## src/rtl/i2s_tx_serializer.sv

```systemverilog
// I2S/MSB/LSB-justified transmit serializer: pops one PCM word per slot and shifts it out on sd_out.
// Latency: sd_out is registered, valid the clk after each sck_fall strobe; data_ready/underrun are same-cycle.
// Backpressure: data_ready pulses only at slot start (k=0); a missing word yields an underrun pulse and a zero slot.
module i2s_tx_serializer #(
    parameter int DATA_W = 32
) (
    input  logic              clk,
    input  logic              rst_n,
    input  logic [1:0]        standard,
    input  logic [1:0]        word_size,
    input  logic              frame_size,
    input  logic              stereo,
    input  logic              mute,
    input  logic              stop,
    input  logic              sck_fall,
    input  logic              ws_in,
    input  logic [DATA_W-1:0] data_in,
    input  logic              data_valid,
    output logic              data_ready,
    output logic              sd_out,
    output logic              underrun,
    output logic              busy
);

    typedef enum logic {IDLE, RUN} state_t;

    state_t            state, state_nxt;
    logic              ws_prev;
    logic [4:0]        k, k_cur;
    logic [DATA_W-1:0] shreg, shreg_nxt, hold, hold_nxt, aligned;
    logic [1:0]        lat_w, new_w, eff_w;     // 0=16, 1=24, 2=32 bits
    logic [4:0]        lat_d, new_d, eff_d;
    logic              lat_stereo, lat_mute, eff_stereo, eff_mute;
    logic              ws_edge, ws_fall;
    logic              active, latch, exit_run, fetch;

    assign ws_edge = ws_in != ws_prev;
    assign ws_fall = ws_prev & ~ws_in;
    assign k_cur   = ws_edge ? 5'd0 : ((k == 5'd31) ? 5'd31 : k + 5'd1);
    assign busy    = (state == RUN);

    // Effective word width is clipped to the slot, so a 16-bit slot always sends 16 bits.
    always_comb begin
        new_w = 2'd2;
        new_d = 5'd1;
        if (!frame_size) begin
            new_w = 2'd0;
        end else begin
            case (word_size)
                2'b00:   new_w = 2'd0;
                2'b01:   new_w = 2'd1;
                default: new_w = 2'd2;
            endcase
        end
        case (standard)
            2'b01: new_d = 5'd0;
            2'b10: begin
                if (!frame_size) new_d = 5'd0;
                else if (new_w == 2'd0) new_d = 5'd16;
                else if (new_w == 2'd1) new_d = 5'd8;
                else new_d = 5'd0;
            end
            default: new_d = 5'd1;
        endcase
    end

    always_comb begin
        state_nxt = state;
        active    = 1'b0;
        latch     = 1'b0;
        exit_run  = 1'b0;
        case (state)
            IDLE: begin
                if (sck_fall && ws_fall && !stop) begin
                    state_nxt = RUN;
                    active    = 1'b1;
                    latch     = 1'b1;
                end
            end
            RUN: begin
                if (sck_fall) begin
                    if (!ws_in && stop) begin
                        state_nxt = IDLE;
                        exit_run  = 1'b1;
                    end else begin
                        active = 1'b1;
                        latch  = ws_fall;
                    end
                end
            end
            default: state_nxt = IDLE;
        endcase
    end

    // On the latching strobe the fresh config must already steer the fetch and the load.
    always_comb begin
        eff_w      = latch ? new_w  : lat_w;
        eff_d      = latch ? new_d  : lat_d;
        eff_stereo = latch ? stereo : lat_stereo;
        eff_mute   = latch ? mute   : lat_mute;
        fetch      = active && (k_cur == 5'd0) && (!ws_in || eff_stereo);
        data_ready = rst_n & fetch & data_valid;
        underrun   = rst_n & fetch & ~data_valid;
        hold_nxt   = hold;
        if (fetch) hold_nxt = data_valid ? data_in : '0;
        case (eff_w)
            2'd0:    aligned = {hold_nxt[15:0], 16'h0000};
            2'd1:    aligned = {hold_nxt[23:0], 8'h00};
            default: aligned = hold_nxt;
        endcase
        shreg_nxt = (k_cur == eff_d) ? aligned : {shreg[DATA_W-2:0], 1'b0};
    end

    always_ff @(posedge clk) begin
        if (!rst_n) begin
            state      <= IDLE;
            ws_prev    <= 1'b0;
            k          <= 5'd0;
            shreg      <= '0;
            hold       <= '0;
            sd_out     <= 1'b0;
            lat_w      <= 2'd0;
            lat_d      <= 5'd0;
            lat_stereo <= 1'b0;
            lat_mute   <= 1'b0;
        end else begin
            state <= state_nxt;
            if (sck_fall) begin
                ws_prev <= ws_in;
                k       <= k_cur;
                if (latch) begin
                    lat_w      <= new_w;
                    lat_d      <= new_d;
                    lat_stereo <= stereo;
                    lat_mute   <= mute;
                end
                if (active) begin
                    hold   <= hold_nxt;
                    shreg  <= shreg_nxt;
                    sd_out <= shreg_nxt[DATA_W-1] & ~eff_mute;
                end else begin
                    sd_out <= 1'b0;
                    if (exit_run) shreg <= '0;
                end
            end
        end
    end

endmodule

```

## config.mk

```make
export PLATFORM = sky130hd
export DESIGN_NAME = i2s_tx_serializer
export DESIGN_NICKNAME = d
export VERILOG_FILES = /design/src/rtl/i2s_tx_serializer.sv
export SDC_FILE = /design/constraint.sdc
export NUM_CORES = 1
export LEC_CHECK = 0
export CAP_MARGIN = 30
export CORE_UTILIZATION = 60
export CTS_BUF_LIST = sky130_fd_sc_hd__clkbuf_4
export CTS_CLUSTER_SIZE = 8
export DETAILED_ROUTE_END_ITERATION = 8
export GPL_TIMING_DRIVEN = 0
export HOLD_SLACK_MARGIN = 0.02
export PLACE_DENSITY = 0.84
export SLEW_MARGIN = 40
export SYNTH_ARGS = -nofsm -noshare
export SYNTH_HDL_FRONTEND = slang
export SYNTH_SLANG_ARGS = --single-unit
export TNS_END_PERCENT = 5
```

## constraint.sdc

```tcl
create_clock -name clk -period 8.1 [get_ports clk]
set_input_delay 1.62 -clock clk [delete_from_list [all_inputs] [get_ports clk]]
set_output_delay 1.62 -clock clk [all_outputs]
set_load 0.02 [all_outputs]
```

Word level (Yosys, flattened, before mapping)
Index checks and enable logic that the tools add are counted.
{"block": "op_classes", "n_addsub": 1, "eq_ne": 8, "n_mux": 31, "bitwise_logic": 9, "reduce_logical": 15}
{"cell": "$mux 32", "count": 3}
{"cell": "$pmux 32 s2", "count": 1}
{"cell": "$mux 31", "count": 2}
{"cell": "$mux 5", "count": 5}
{"cell": "$mux 1", "count": 12}
{"cell": "$pmux 5 s2", "count": 1}
{"cell": "$eq 2x1->1 const B", "count": 4}
{"cell": "$logic_not 2->1", "count": 3}
{"cell": "$pmux 1 s2", "count": 3}
{"cell": "$add 5x1->5 const B", "count": 1}
{"cell": "$and 1x1->1", "count": 5}
{"cell": "$eq 5x5->1", "count": 1}
{"cell": "$eq 5x5->1 const B", "count": 1}
{"cell": "$logic_and 1x1->1", "count": 5}
{"cell": "$logic_not 5->1", "count": 1}
{"cell": "$mux 2", "count": 2}
{"cell": "$mux 4", "count": 1}
{"cell": "$not 1->1", "count": 4}
{"cell": "$pmux 2 s2", "count": 1}
{"cell": "$reduce_and 2->1", "count": 2}
{"cell": "$eq 2x2->1 const B", "count": 1}
{"cell": "$logic_not 1->1", "count": 2}
{"cell": "$reduce_bool 2->1", "count": 1}
{"cell": "$logic_or 1x1->1", "count": 1}
{"cell": "$ne 1x1->1", "count": 1}
{"block": "word_totals", "register_bits": 80, "in_bits": 45, "out_inout_bits": 4, "elab_cells": 74}

Logic depth before layout (Yosys ltp)
Gate-level depths: netlist of the first run.
{"block": "depth", "depth_word": 14, "depth_mapped": 12, "depth_no_buf": 9}

Worst setup path after synthesis of the first run
No wires, ideal clock.
{"block": "synth_path", "kind": "input to output", "startpoint": "input ws_in", "endpoint": "output underrun", "t_arrival_ns": 3.560, "required_time_ns": 6.480, "slack_ns": 2.920, "cell_stages": 10, "path_buffers": 3, "cell_sequence": "inv_1 -> ha_1 -> and2_4 -> buf_6 -> nand3_2 -> a32oi_2 -> nand2_1 -> buf_2 -> buf_1 -> nor3_1"}
{"block": "synth_via", "elab_chain_len": 11, "word_cells_on_any_way": 22, "cone_classes": "1 x eq/ne; 9 x mux; 4 x bitwise; 8 x reduce/logical"}
{"item": "start: declaration", "line": "16", "text": "input logic ws_in,"}
{"item": "$not 1->1", "line": "38", "text": "assign ws_fall = ws_prev & ~ws_in;"}
{"item": "$and 1x1->1", "line": "38"}
{"item": "$logic_and 1x1->1 (2 in a row)", "line": "74", "text": "if (sck_fall && ws_fall && !stop) begin"}
{"item": "$mux 1", "line": "74"}
{"item": "$pmux 1 s2", "line": "72", "text": "case (state)"}
{"item": "$mux 1"}
{"item": "$logic_or 1x1->1", "line": "101", "text": "fetch = active && (k_cur == 5'd0) && (!ws_in || eff_stereo);"}
{"item": "$logic_and 1x1->1 *", "line": "101"}
{"item": "$and 1x1->1 * (2 in a row)", "line": "103", "text": "underrun = rst_n & fetch & ~data_valid;"}
{"item": "end: declaration", "line": "21", "text": "output logic underrun,"}
Mark *: on every way between the ends. The rest lies on a longest branch, timed or not.

Final worst setup path of the first run
Same ends and word-level chain as after synthesis.

==> results of run 1 <==
## tightest hold or removal path, cell delays in order, from the launching register on
cell and delay (ns):
dfxtp_1 0.33, nand2_1 0.05, o21ai_1 0.05
## Yosys cell counts (2+ instances only)
cell / instances
a31oi_2: 2
a21boi_0: 19
a32o_1: 3
nor2b_1: 4
and3b_1: 2
nand3_1: 20
buf_6: 2
nand2b_1: 2
nor4_1: 3
buf_4: 9
a32oi_1: 6
inv_1: 4
or3_1: 8
a31oi_1: 15
xnor2_1: 2
and3_1: 8
nand4_1: 4
ha_1: 3
mux2i_1: 35
o21ai_1: 11
and2_1: 3
o41ai_1: 3
nand2_1: 45
nor3_1: 18
o22ai_1: 6
mux2_2: 2
buf_2: 9
nor2_1: 44
buf_1: 4
and2_4: 2
a21oi_1: 32
a211oi_1: 30
a21o_1: 4
clkbuf_1: 24
a311o_1: 3
o21bai_1: 2
a221o_1: 2
o21ai_0: 45
dfxtp_1: 80
## where the power goes
part | switching, mW | internal, mW | total [mW]
registers | 0.00217 | 0.396 | 0.398
clock network | 0.142 | 0.132 | 0.274
logic | 0.0748 | 0.0453 | 0.120
total | 0.219 | 0.574 | 0.793
## state kept, by name (all words and copies together), names as in the netlist
| signal | cells |
|---|---|
| lat_mute | 1 |
| lat_w | 2 |
| shreg | 31 |
| lat_d | 5 |
| k | 5 |
| busy | 1 |
| hold | 32 |
| sd_out | 1 |
| ws_prev | 1 |
| lat_stereo | 1 |
## through the flow
stage	hold slack [ns]	std cells	total power, mW	area, sq um
4_1_cts	0.459	699	0.786	5170
6_report	0.457	699	0.793	5170
2_1_floorplan	0.420	540	0.467	4410
3_5_place_dp	0.442	683	0.521	5000
3_3_place_gp	0.432	683	0.519	5000
5_1_grt	0.470	699	0.815	5170
## worst paths after layout
path,from,endpoint
max,ws_in,underrun
min reg2reg,shreg[19]$_SDFFE_PN0P_,shreg[19]$_SDFFE_PN0P_
min,shreg[19]$_SDFFE_PN0P_,shreg[19]$_SDFFE_PN0P_
max reg2reg,ws_prev$_SDFFE_PN0P_,shreg[22]$_SDFFE_PN0P_
## metal layers
metal  track usage  up-vias  routed length (microns)
li1              -     2120                        -
met1         0.477     2196                     5640
met2         0.584      269                     6110
met3        0.0773       69                     1260
met4         0.185        0                      669
met5             0        -                        0
## final cells by class
cell class | count | area share
multi-input cells | 408 | 0.495
flip-flops and latches | 80 | 0.310
repair buffers | 47 | 0.0910
plain buffers | 48 | 0.0465
well taps | 96 | 0.0232
clock buffers | 11 | 0.0160
clock inverters | 5 | 0.0157
inverters | 4 | 0.00291
## layout by cell type (no fill, tap or decap), drive strengths merged, types with 2 or more instances in the layout
cell,netlist,final
mux2,2,2
o21ai,56,56
and3,8,8
xnor2,2,2
a32o,3,3
a311o,3,3
a31oi,17,17
and2,5,5
dfxtp,80,80
a21oi,33,33
clkinv,0,2
nor3,18,18
o21bai,2,2
o41ai,3,3
clkbuf,24,35
nand2,46,46
a221o,2,2
buf,24,24
inv,4,4
a211oi,31,31
a21o,4,4
bufinv,0,2
o22ai,6,6
nor4,3,3
mux2i,35,35
ha,3,3
clkdlybuf4s50,0,47
nand3,21,21
a21boi,20,20
o211ai,2,2
nand4,5,5
nor2b,4,4
and3b,2,2
nor2,44,44
a32oi,7,7
nand2b,2,2
or3,8,8
## logic make-up (layout without fill, tap and decap cells)
| logic type | after synthesis | after routing | share of synthesized area |
|---|---|---|---|
| multiplexers | 37 | 37 | 0.0845 |
| flip-flops | 80 | 80 | 0.363 |
| adder cells (fa/ha/maj) | 3 | 3 | 0.00851 |
| AO/OA/AOI/OAI | 196 | 196 | 0.296 |
| XOR/XNOR | 2 | 2 | 0.00397 |
| buffers and inverters | 52 | 115 | 0.0578 |
| AND/OR/NAND/NOR | 170 | 170 | 0.186 |
==> key figures, run 1 <==
Clock tree
  – Clock Sinks: 80
  – Clock Path Buffers: 2
  – H-tree depth: 3
  – CTS tree: built
  – Cts hold-fix bufs: 0
  – Post-CTS Repair Setup Buffers: 0
  – Clk root buf: clkbuf_4
  – Clk_lat worst skew: about 0.43 ns
  – Clock slew at reported path FFs: between 0.1 and 0.15 ns
  – Post-CTS sizing: 0
  – CTS Buf Count: 9

Placement
  – Port-buffer cells: 47
  – Dpl ws: 1.37 ns
  – Final Wtd Congestion: between 0.9 and 1
  – Detail Placement HPWL: 10,000 microns

Global routing
  – Overflow after GRT: 0
  – Vias in the first global route: between 4,000 and 5,000
  – Initial antenna violation count: 0
  – Global-route wire length before repair: roughly 22,000 microns
  – Pin count of the biggest net entering global routing: 14
  – GR Util All Layers: 0.369

Worst setup path
  – Worst path depth: 12
  – Crit path cell chain: clkdlybuf4s50_1 -> inv_1 -> ha_1 -> o21ai_1 -> a31oi_2 -> and3b_1 -> buf_2 -> nand2_1 -> buf_2 -> buf_1 -> nor3_1 -> clkdlybuf4s50_1
  – Setup CP Type: input pin to output pin
  – Worst path top cell family by delay: buffers and inverters
  – Crit path capture type: output pin
  – R2r setup slk: 5.03 ns
  – Critical Path AT: 5.17 ns
  – Reg2reg path depth: 10
  – Crit Path Max Fanout: 10
  – Slowest CP cell: clkdlybuf4s50_1
  – Startpoint class of the critical path: input pin
  – Crit path required time: about 6.5 ns
  – Largest stage delay, worst path: approximately 0.65 ns
  – WP buf/inv: 6

Floorplanning
  – Die area: between 0.007 and 0.008 sq mm
  – Core Area: between 0.006 and 0.007 sq mm
  – # IOs: 49
  – Initial core utilization: 0.635
  – Die Ht: 87.8 microns
  – # rows: 30
  – Die width: 87.8 microns

Layout
  – Final core occ: 0.744
  – Inserted Diodes: 0
  – Fraction of layout cells with a size suffix above 1: 0.0879
  – Seq. cell area: ~0.0016 sq mm
  – Multi-input gate area: roughly 0.0026 sq mm
  – Layout area overhead: 17.1%
  – Fin nets: approximately 650
  – Fillers: 544

STA
  – Setup TNS: 0 ns
  – Hold Fails Final Rpt: 0
  – Max-slew violations: 0
  – RSZ-0062 raised after global routing: no
  – Worst-Margin Slew: between 0.6 and 0.7 ns
  – Worst setup margin: ~1.3 ns
  – Slew Limit Headroom: 0.556
  – Setup-failing EPs final: 0
  – F_max: about 150 MHz
  – Final period util: 0.838
  – Clock period minus worst slack: between 6 and 7 ns
  – Final Skew: 0.00947 ns

Route
  – Routed vias/inst: approximately 6.7
  – Pre-antenna DRT Iters: 6
  – DRT Wirelength: around 14,000 microns
  – DR WL/cell: between 15 and 20 microns
  – Number of DRC markers in iteration 0: around 560
  – Post-DRT Antenna Nets: 0
  – DRC violations left: 0
  – Vias: between 4,000 and 5,000

Synthesis
  – Cell variety after synth: 59
  – Synth warn: 0
  – Seq/Total Area, Yosys: 0.363
  – Netlist Area Pre-Place: 0.00441 sq mm
  – Main synth FF type: dfxtp_1
  – Post-synthesis async set-or-reset flop share: 0
  – Post-synth EDFFs: 0
  – Post-synth top area share: 0.363
  – #FFs+latches synth: 80
  – Syn_area_per_cell: 8.17 sq um
  – Top cells by area, synth: dfxtp_1 36%, mux2i_1 7.9%, a211oi_1 5.1%, o21ai_0 5.1%, nand2_1 3.8%
  – Post-Syn Instances: 540
  – Syn Nets: slightly below 600
  – Area leader, netlist: dfxtp_1

Status
  – Status: complete, no violations

Pwr
  – Maximum VDD drop: around 0.12 mV
  – Power Density: ~150 mW/mm^2
  – Pleak: about 2.0 nW

Run
  – Max_cap viols: 0

Hold path
  – Hold path cells: 2
  – Hold/Removal Path Class: register to register
Power figures use the tool's default switching activity.
==> run 2, diff against run 1 <==
--- a/config.mk
+++ b/config.mk
@@ -6,13 +6,13 @@
 export NUM_CORES = 1
 export LEC_CHECK = 0
 export CAP_MARGIN = 30
-export CORE_UTILIZATION = 60
+export CORE_UTILIZATION = 59
 export CTS_BUF_LIST = sky130_fd_sc_hd__clkbuf_4
 export CTS_CLUSTER_SIZE = 8
 export DETAILED_ROUTE_END_ITERATION = 8
 export GPL_TIMING_DRIVEN = 0
 export HOLD_SLACK_MARGIN = 0.02
-export PLACE_DENSITY = 0.84
+export PLACE_DENSITY = 0.83
 export SLEW_MARGIN = 40
 export SYNTH_ARGS = -nofsm -noshare
 export SYNTH_HDL_FRONTEND = slang
==> constraint.sdc (replaced) <==
create_clock -name clk -period 7 [get_ports clk]
set_input_delay 1.4 -clock clk [delete_from_list [all_inputs] [get_ports clk]]
set_output_delay 1.4 -clock clk [all_outputs]
set_load 0.02 [all_outputs]
==> run 2 against run 1 <==
Compared with the run above:
- critical path depth is the same
- non-clock buffer count is the same
- critical path type unchanged
- clock-buffer cell count shrank 2
- global-route usage shrank 1.1 points
- largest cell class unchanged
- clock skew grew 0.013 ns
- wire length grew 0.80%
- power grew 13%
==> key figures, run 2 (synthesis gave the netlist of run 1 again) <==
STA
  – Worst setup margin: 0.608 ns (-0.703 ns)
  – Final Skew: 0.0221 ns (+0.0126 ns)
  – RSZ-0062 raised after global routing: no
  – Final period util: 0.913
  – Setup TNS: 0 ns (unchanged)
  – Setup-failing EPs final: 0 (unchanged)
  – Clock period minus worst slack: ~6.4 ns
  – Max-slew violations: 0 (unchanged)
  – Hold Fails Final Rpt: 0 (unchanged)
  – Slew Limit Headroom: 0.542 (-0.0134)
  – Hold Slack: 0.456 ns (-0.00106 ns)
  – Worst-Margin Slew: 0.686 ns (+0.0201 ns)
  – F_max: approximately 160 MHz

Worst setup path
  – Crit path cell chain: clkdlybuf4s50_1 -> inv_1 -> ha_1 -> o21ai_1 -> a31oi_2 -> and3b_1 -> buf_2 -> nand2_1 -> buf_2 -> buf_1 -> nor3_1 -> clkdlybuf4s50_1
  – R2r setup slk: 3.90 ns (-1.13 ns)
  – Startpoint class of the critical path: input pin
  – Critical Path AT: 4.99 ns (-0.18 ns)
  – Largest stage delay, worst path: 0.66 ns (about the same)
  – Crit Path Max Fanout: 10 (unchanged)
  – Reg2reg path depth: 10 (unchanged)
  – Crit path required time: 5.60 ns (-0.88 ns)
  – Crit path capture type: output pin
  – Slowest CP cell: clkdlybuf4s50_1
  – Setup CP Type: input pin to output pin

Layout
  – Fin nets: 646 (unchanged)
  – Top reg by flops: hold
  – Top flop regs: hold x32, shreg x31
  – Commonest cells after routing, fill and taps aside: 80 x dfxtp_1, 47 x clkdlybuf4s50_1, 45 x nand2_1, 45 x o21ai_0, 44 x nor2_1
  – Fillers: 607 (+12%)
  – Post-route cell area: 0.00515 sq mm (-0.27%)
  – Seq. cell area: 0.00160 sq mm (unchanged)
  – Inserted Diodes: 0 (unchanged)
  – Layout area overhead: 16.8%
  – Most common cell after layout, fill and taps aside: dfxtp_1
  – Multi-input gate area: 0.00256 sq mm (unchanged)
  – Largest register FFs: 32 (unchanged)
  – Post-route insts no fill: 702 (+0.43%)
  – Fraction of layout cells with a size suffix above 1: 0.0862 (-0.00166)
  – Final core occ: 0.711 (-0.0336)

Pwr
  – Power Density: 174 mW/mm^2 (+14%)
  – Pleak: 2.02 nW (-0.54%)
  – Final Power: 898 uW (+13%)
  – Maximum VDD drop: 0.128 mV (+10%)

Clock tree
  – Clock slew at reported path FFs: 0.13 ns (about the same)
  – CTS Buf Count: 9 (unchanged)
  – Clock Sinks: 80 (unchanged)
  – Post-CTS sizing: 0 (unchanged)
  – Post-CTS Repair Setup Buffers: 0 (unchanged)
  – Cts hold-fix bufs: 0 (unchanged)
  – CTS tree: built
  – Clock Path Buffers: 2 (unchanged)
  – H-tree depth: 3 (unchanged)
  – Clk_lat worst skew: 0.46 ns (+0.03 ns)
  – Clk root buf: clkbuf_4

Floorplanning
  – # IOs: 49 (unchanged)
  – Initial core utilization: 0.608 (-0.0271)
  – # rows: 31 (+3.3%)
  – Die area: 0.00783 sq mm (+1.7%)
  – Die width: 88.5 microns (+0.83%)
  – Core Area: 0.00725 sq mm (+4.5%)
  – Die Ht: 88.5 microns (+0.83%)

Route
  – Number of DRC markers in iteration 0: 466 (-17%)
  – Routed vias/inst: 6.57 (-1.3%)
  – Post-DRT Antenna Nets: 0 (unchanged)
  – Vias: 4,614 (-0.86%)
  – DR WL/cell: 19.6 microns (+0.37%)
  – DRC violations left: 0 (unchanged)
  – DRT Wirelength: 13,800 microns (+0.80%)
  – Pre-antenna DRT Iters: 5 (-1)

Placement
  – Port-buffer cells: 47 (unchanged)
  – Placed cell area: 0.00501 sq mm (about the same)
  – Final Wtd Congestion: 0.965 (-0.66%)
  – Detail Placement HPWL: 10,200 microns (+2.2%)
  – Placed cells: 686 (+0.44%)
  – Dpl ws: 0.697 ns (-0.676 ns)

Status
  – Status: complete, no violations

Global routing
  – Initial antenna violation count: 0 (unchanged)
  – Pin count of the biggest net entering global routing: 16 (+2)
  – GR Util All Layers: 0.358 (-0.0110)
  – Vias in the first global route: 4,164 (-4.9%)
  – Global-route wire length before repair: 21,100 microns (-2.4%)
  – Overflow after GRT: 0 (unchanged)

Hold path
  – Hold/Removal Path Class: register to register
  – Hold path cells: 2 (unchanged)

Run
  – Max_cap viols: 0 (unchanged)
## run 2: cell count changes in the layout (fill, tap and decap cells not counted)
cell	before	now
clkbuf_4	11	9
inv_6	0	1
clkinv_4	1	2
bufinv_16	2	1
inv_8	0	1
clkinv_2	1	0
clkinv_1	0	1
## run 2: critical path: cells and delay by family
kind	cells	cell delay [ns]
fa+ha+maj	1	0.46
buf+inv	6	2.17
compound gates	2	0.43
simple gates	3	0.53
## run 2: layout make-up
cell class,count,area share
Clock buffer,9,0.0131
Inverter,4,0.00291
Buffer,48,0.0466
Clock inverter,7,0.0153
Multi-Input combinational cell,408,0.496
Timing Repair Buffer,47,0.0913
Sequential cell,80,0.311
Tap cell,99,0.0240
## run 2: layer usage
layer  track usage  share of wire
met5             0              0
met4         0.130          0.034
met3        0.0961           0.10
met2         0.568           0.45
met1         0.469           0.41
## run 2: where the power goes
| group | leakage [nW] | internal, mW | switching [mW] | total, mW |
|---|---|---|---|---|
| sequential | 0.645 | 0.459 | 0.00260 | 0.461 |
| combinational | 1.30 | 0.0524 | 0.0850 | 0.137 |
| clock | 0.0761 | 0.113 | 0.187 | 0.299 |
| total | 2.02 | 0.624 | 0.274 | 0.898 |
## run 2: worst paths after layout
| check | to | startpoint |
|---|---|---|
| worst max-delay path | underrun | ws_in |
| worst min-delay path | shreg[20]$_SDFFE_PN0P_ | shreg[20]$_SDFFE_PN0P_ |
| worst max register to register | shreg[19]$_SDFFE_PN0P_ | ws_prev$_SDFFE_PN0P_ |
| worst min register to register | shreg[20]$_SDFFE_PN0P_ | shreg[20]$_SDFFE_PN0P_ |
==> run 3, diff against run 2 <==
--- a/config.mk
+++ b/config.mk
@@ -6,13 +6,13 @@
 export NUM_CORES = 1
 export LEC_CHECK = 0
 export CAP_MARGIN = 30
-export CORE_UTILIZATION = 59
+export CORE_UTILIZATION = 30
 export CTS_BUF_LIST = sky130_fd_sc_hd__clkbuf_4
 export CTS_CLUSTER_SIZE = 8
 export DETAILED_ROUTE_END_ITERATION = 8
 export GPL_TIMING_DRIVEN = 0
 export HOLD_SLACK_MARGIN = 0.02
-export PLACE_DENSITY = 0.83
+export PLACE_DENSITY = 0.48
 export SLEW_MARGIN = 40
 export SYNTH_ARGS = -nofsm -noshare
 export SYNTH_HDL_FRONTEND = slang
==> run 3 against run 2 <==
Compared with the run above:
- sequential cell count stayed put
- power shrank 0.97%
- critical endpoint unchanged
- sequential share of layout area decreased by 0.54 points
- largest cell class unchanged
- clock skew is 0.0045 ns higher
- wire length rose by 11%
- first-iteration DRC count shrank 28%
- hold slack got worse by 0.0016 ns
- non-clock buffer count unchanged
- die area is 94% higher
- highest routed layer unchanged
- cell count is 12% higher
==> key figures, run 3 (synthesis gave the netlist of run 1 again) <==
Layout
  – Post-route cell area: 0.00525 sq mm (+1.8%)
  – Most common cell after layout, fill and taps aside: dfxtp_1
  – Fraction of layout cells with a size suffix above 1: 0.0846 (-0.00166)
  – Commonest cells after routing, fill and taps aside: 80 x dfxtp_1, 47 x clkdlybuf4s50_1, 45 x nand2_1, 45 x o21ai_0, 44 x nor2_1
  – Largest register FFs: 32 (unchanged)
  – Final core occ: 0.372 (-0.338)
  – Post-route insts no fill: 784 (+12%)
  – Top flop regs: hold x32, shreg x31
  – Fin nets: 646 (unchanged)
  – Layout area overhead: 18.9%
  – Top reg by flops: hold

STA
  – Setup-failing EPs final: 0 (unchanged)
  – Slew Limit Headroom: 0.500 (-0.0423)
  – Worst-Margin Slew: 0.750 ns (+0.0635 ns)
  – RSZ-0062 raised after global routing: no
  – Max-slew violations: 0 (unchanged)
  – Final period util: 0.919 (+0.00569)
  – Hold Fails Final Rpt: 0 (unchanged)
  – Hold Slack: 0.454 ns (-0.00164 ns)
  – Clock period minus worst slack: 6.43 ns (+0.0399 ns)
  – F_max: 155 MHz (-0.62%)
  – Setup TNS: 0 ns (unchanged)
  – Final Skew: 0.0266 ns (+0.00449 ns)

Worst setup path
  – Crit path cell chain: clkdlybuf4s50_1 -> inv_1 -> ha_1 -> o21ai_1 -> a31oi_2 -> and3b_1 -> buf_2 -> nand2_1 -> buf_2 -> buf_1 -> nor3_1 -> clkdlybuf4s50_1
  – Slowest CP cell: clkdlybuf4s50_1
  – Critical Path AT: 5.03 ns (+0.04 ns)
  – Startpoint class of the critical path: input pin
  – WP buf/inv: 6 (unchanged)
  – Crit path required time: 5.60 ns (about the same)
  – Crit path capture type: output pin
  – Setup CP Type: input pin to output pin
  – Worst path top cell family by delay: buffers and inverters
  – Largest stage delay, worst path: 0.66 ns (about the same)
  – Crit Path Max Fanout: 10 (unchanged)

Clock tree
  – Clock Sinks: 80 (unchanged)
  – H-tree depth: 3 (unchanged)
  – Clock slew at reported path FFs: 0.12 ns (about the same)
  – Post-CTS sizing: 0 (unchanged)
  – Clk_lat worst skew: 0.48 ns (+0.02 ns)
  – Clock Path Buffers: 2 (unchanged)
  – Post-CTS Repair Setup Buffers: 0 (unchanged)
  – CTS tree: built
  – Clk root buf: clkbuf_4
  – CTS Buf Count: 9 (unchanged)
  – Cts hold-fix bufs: 0 (unchanged)

Floorplanning
  – Die width: 123 microns (+39%)
  – Die Ht: 123 microns (+39%)
  – # rows: 43 (+39%)
  – # IOs: 49 (unchanged)
  – Initial core utilization: 0.313 (-0.295)
  – Die area: 0.0152 sq mm (+94%)
  – Core Area: 0.0141 sq mm (+94%)

Global routing
  – Initial antenna violation count: 1 (+1)
  – Pin count of the biggest net entering global routing: 14 (-2)
  – Overflow after GRT: 0 (unchanged)
  – Global-route wire length before repair: 23,700 microns (+12%)
  – Vias in the first global route: 4,250 (+2.1%)
  – GR Util All Layers: 0.213 (-0.145)

Run
  – Max_cap viols: 0 (unchanged)

Pwr
  – Power Density: 170 mW/mm^2 (-2.7%)
  – Maximum VDD drop: 0.0810 mV (-36%)
  – Pleak: 2.02 nW (-0.21%)

Route
  – Vias: 4,404 (-4.6%)
  – Post-DRT Antenna Nets: 0 (unchanged)
  – Routed vias/inst: 5.62 (-15%)
  – Number of DRC markers in iteration 0: 337 (-28%)
  – DR WL/cell: 19.5 microns (-0.61%)
  – Pre-antenna DRT Iters: 5 (unchanged)
  – DRC violations left: 0 (unchanged)
  – DRT Wirelength: 15,300 microns (+11%)

Placement
  – Final Wtd Congestion: 0.895 (-7.3%)
  – Placed cell area: 0.00511 sq mm (+2.0%)
  – Detail Placement HPWL: 11,600 microns (+13%)
  – Port-buffer cells: 47 (unchanged)
  – Placed cells: 767 (+12%)

Status
  – Status: complete, no violations

Hold path
  – Hold/Removal Path Class: register to register
[run 3: changes by cell type in the layout (fill, tap and decap cells not counted)]
cell / delta
clkinv_4: -2
clkbuf_4: +1
clkinv_1: +1
clkinv_2: +1
diode_2: +1
inv_8: -1
[run 3: worst min-delay path, delay by kind of cell (launching register included)]
kind            cells  cell delay (ns)
simple gates        1             0.05
compound gates      1             0.05
flops               1             0.33
[run 3: power breakdown]
group | leakage, nW | internal (mW) | switching [mW]
registers | 0.645 | 0.459 | 0.00258
logic | 1.30 | 0.0525 | 0.0886
clock network | 0.0719 | 0.111 | 0.176
[run 3: routing by layer]
| metal | GRT usage | vias up | wire, microns | share of wire |
|---|---|---|---|---|
| met5 | 0 | - | 0 | 0 |
| met4 | 0.0715 | 0 | 272 | 0.018 |
| met3 | 0.0452 | 17 | 911 | 0.060 |
| met2 | 0.332 | 134 | 6910 | 0.45 |
| met1 | 0.291 | 2128 | 7210 | 0.47 |
| li1 | - | 2125 | - | - |
[run 3: area by class of cell]
type | instances | area, sq um
Fill cell | 1483 | 8850
Antenna cell | 1 | 2.50
Clock inverter | 6 | 58.8
Buffer | 48 | 240
Timing Repair Buffer | 47 | 470
Inverter | 4 | 15.0
Tap cell | 180 | 225
Clock buffer | 10 | 75.1
Multi-Input combinational cell | 408 | 2560
Sequential cell | 80 | 1600
[run 3: stage by stage]
step,power (mW),setup WS (ns)
after floorplan,0.540,2.26
after global placement,0.610,0.604
after detailed placement,0.610,0.620
after CTS,0.898,0.602
after global routing,0.928,0.313
final,0.889,0.569
[run 3: worst paths after layout]
| kind | start | to | slack [ns] | cells past startpoint |
|---|---|---|---|---|
| setup / recovery | ws_in | underrun | 0.57 | 12 |
| hold / removal | shreg[23]$_SDFFE_PN0P_ | shreg[23]$_SDFFE_PN0P_ | 0.45 | 2 |
| setup reg to reg | ws_prev$_SDFFE_PN0P_ | shreg[25]$_SDFFE_PN0P_ | 3.87 | 10 |
| hold reg to reg | shreg[23]$_SDFFE_PN0P_ | shreg[23]$_SDFFE_PN0P_ | 0.45 | 2 |
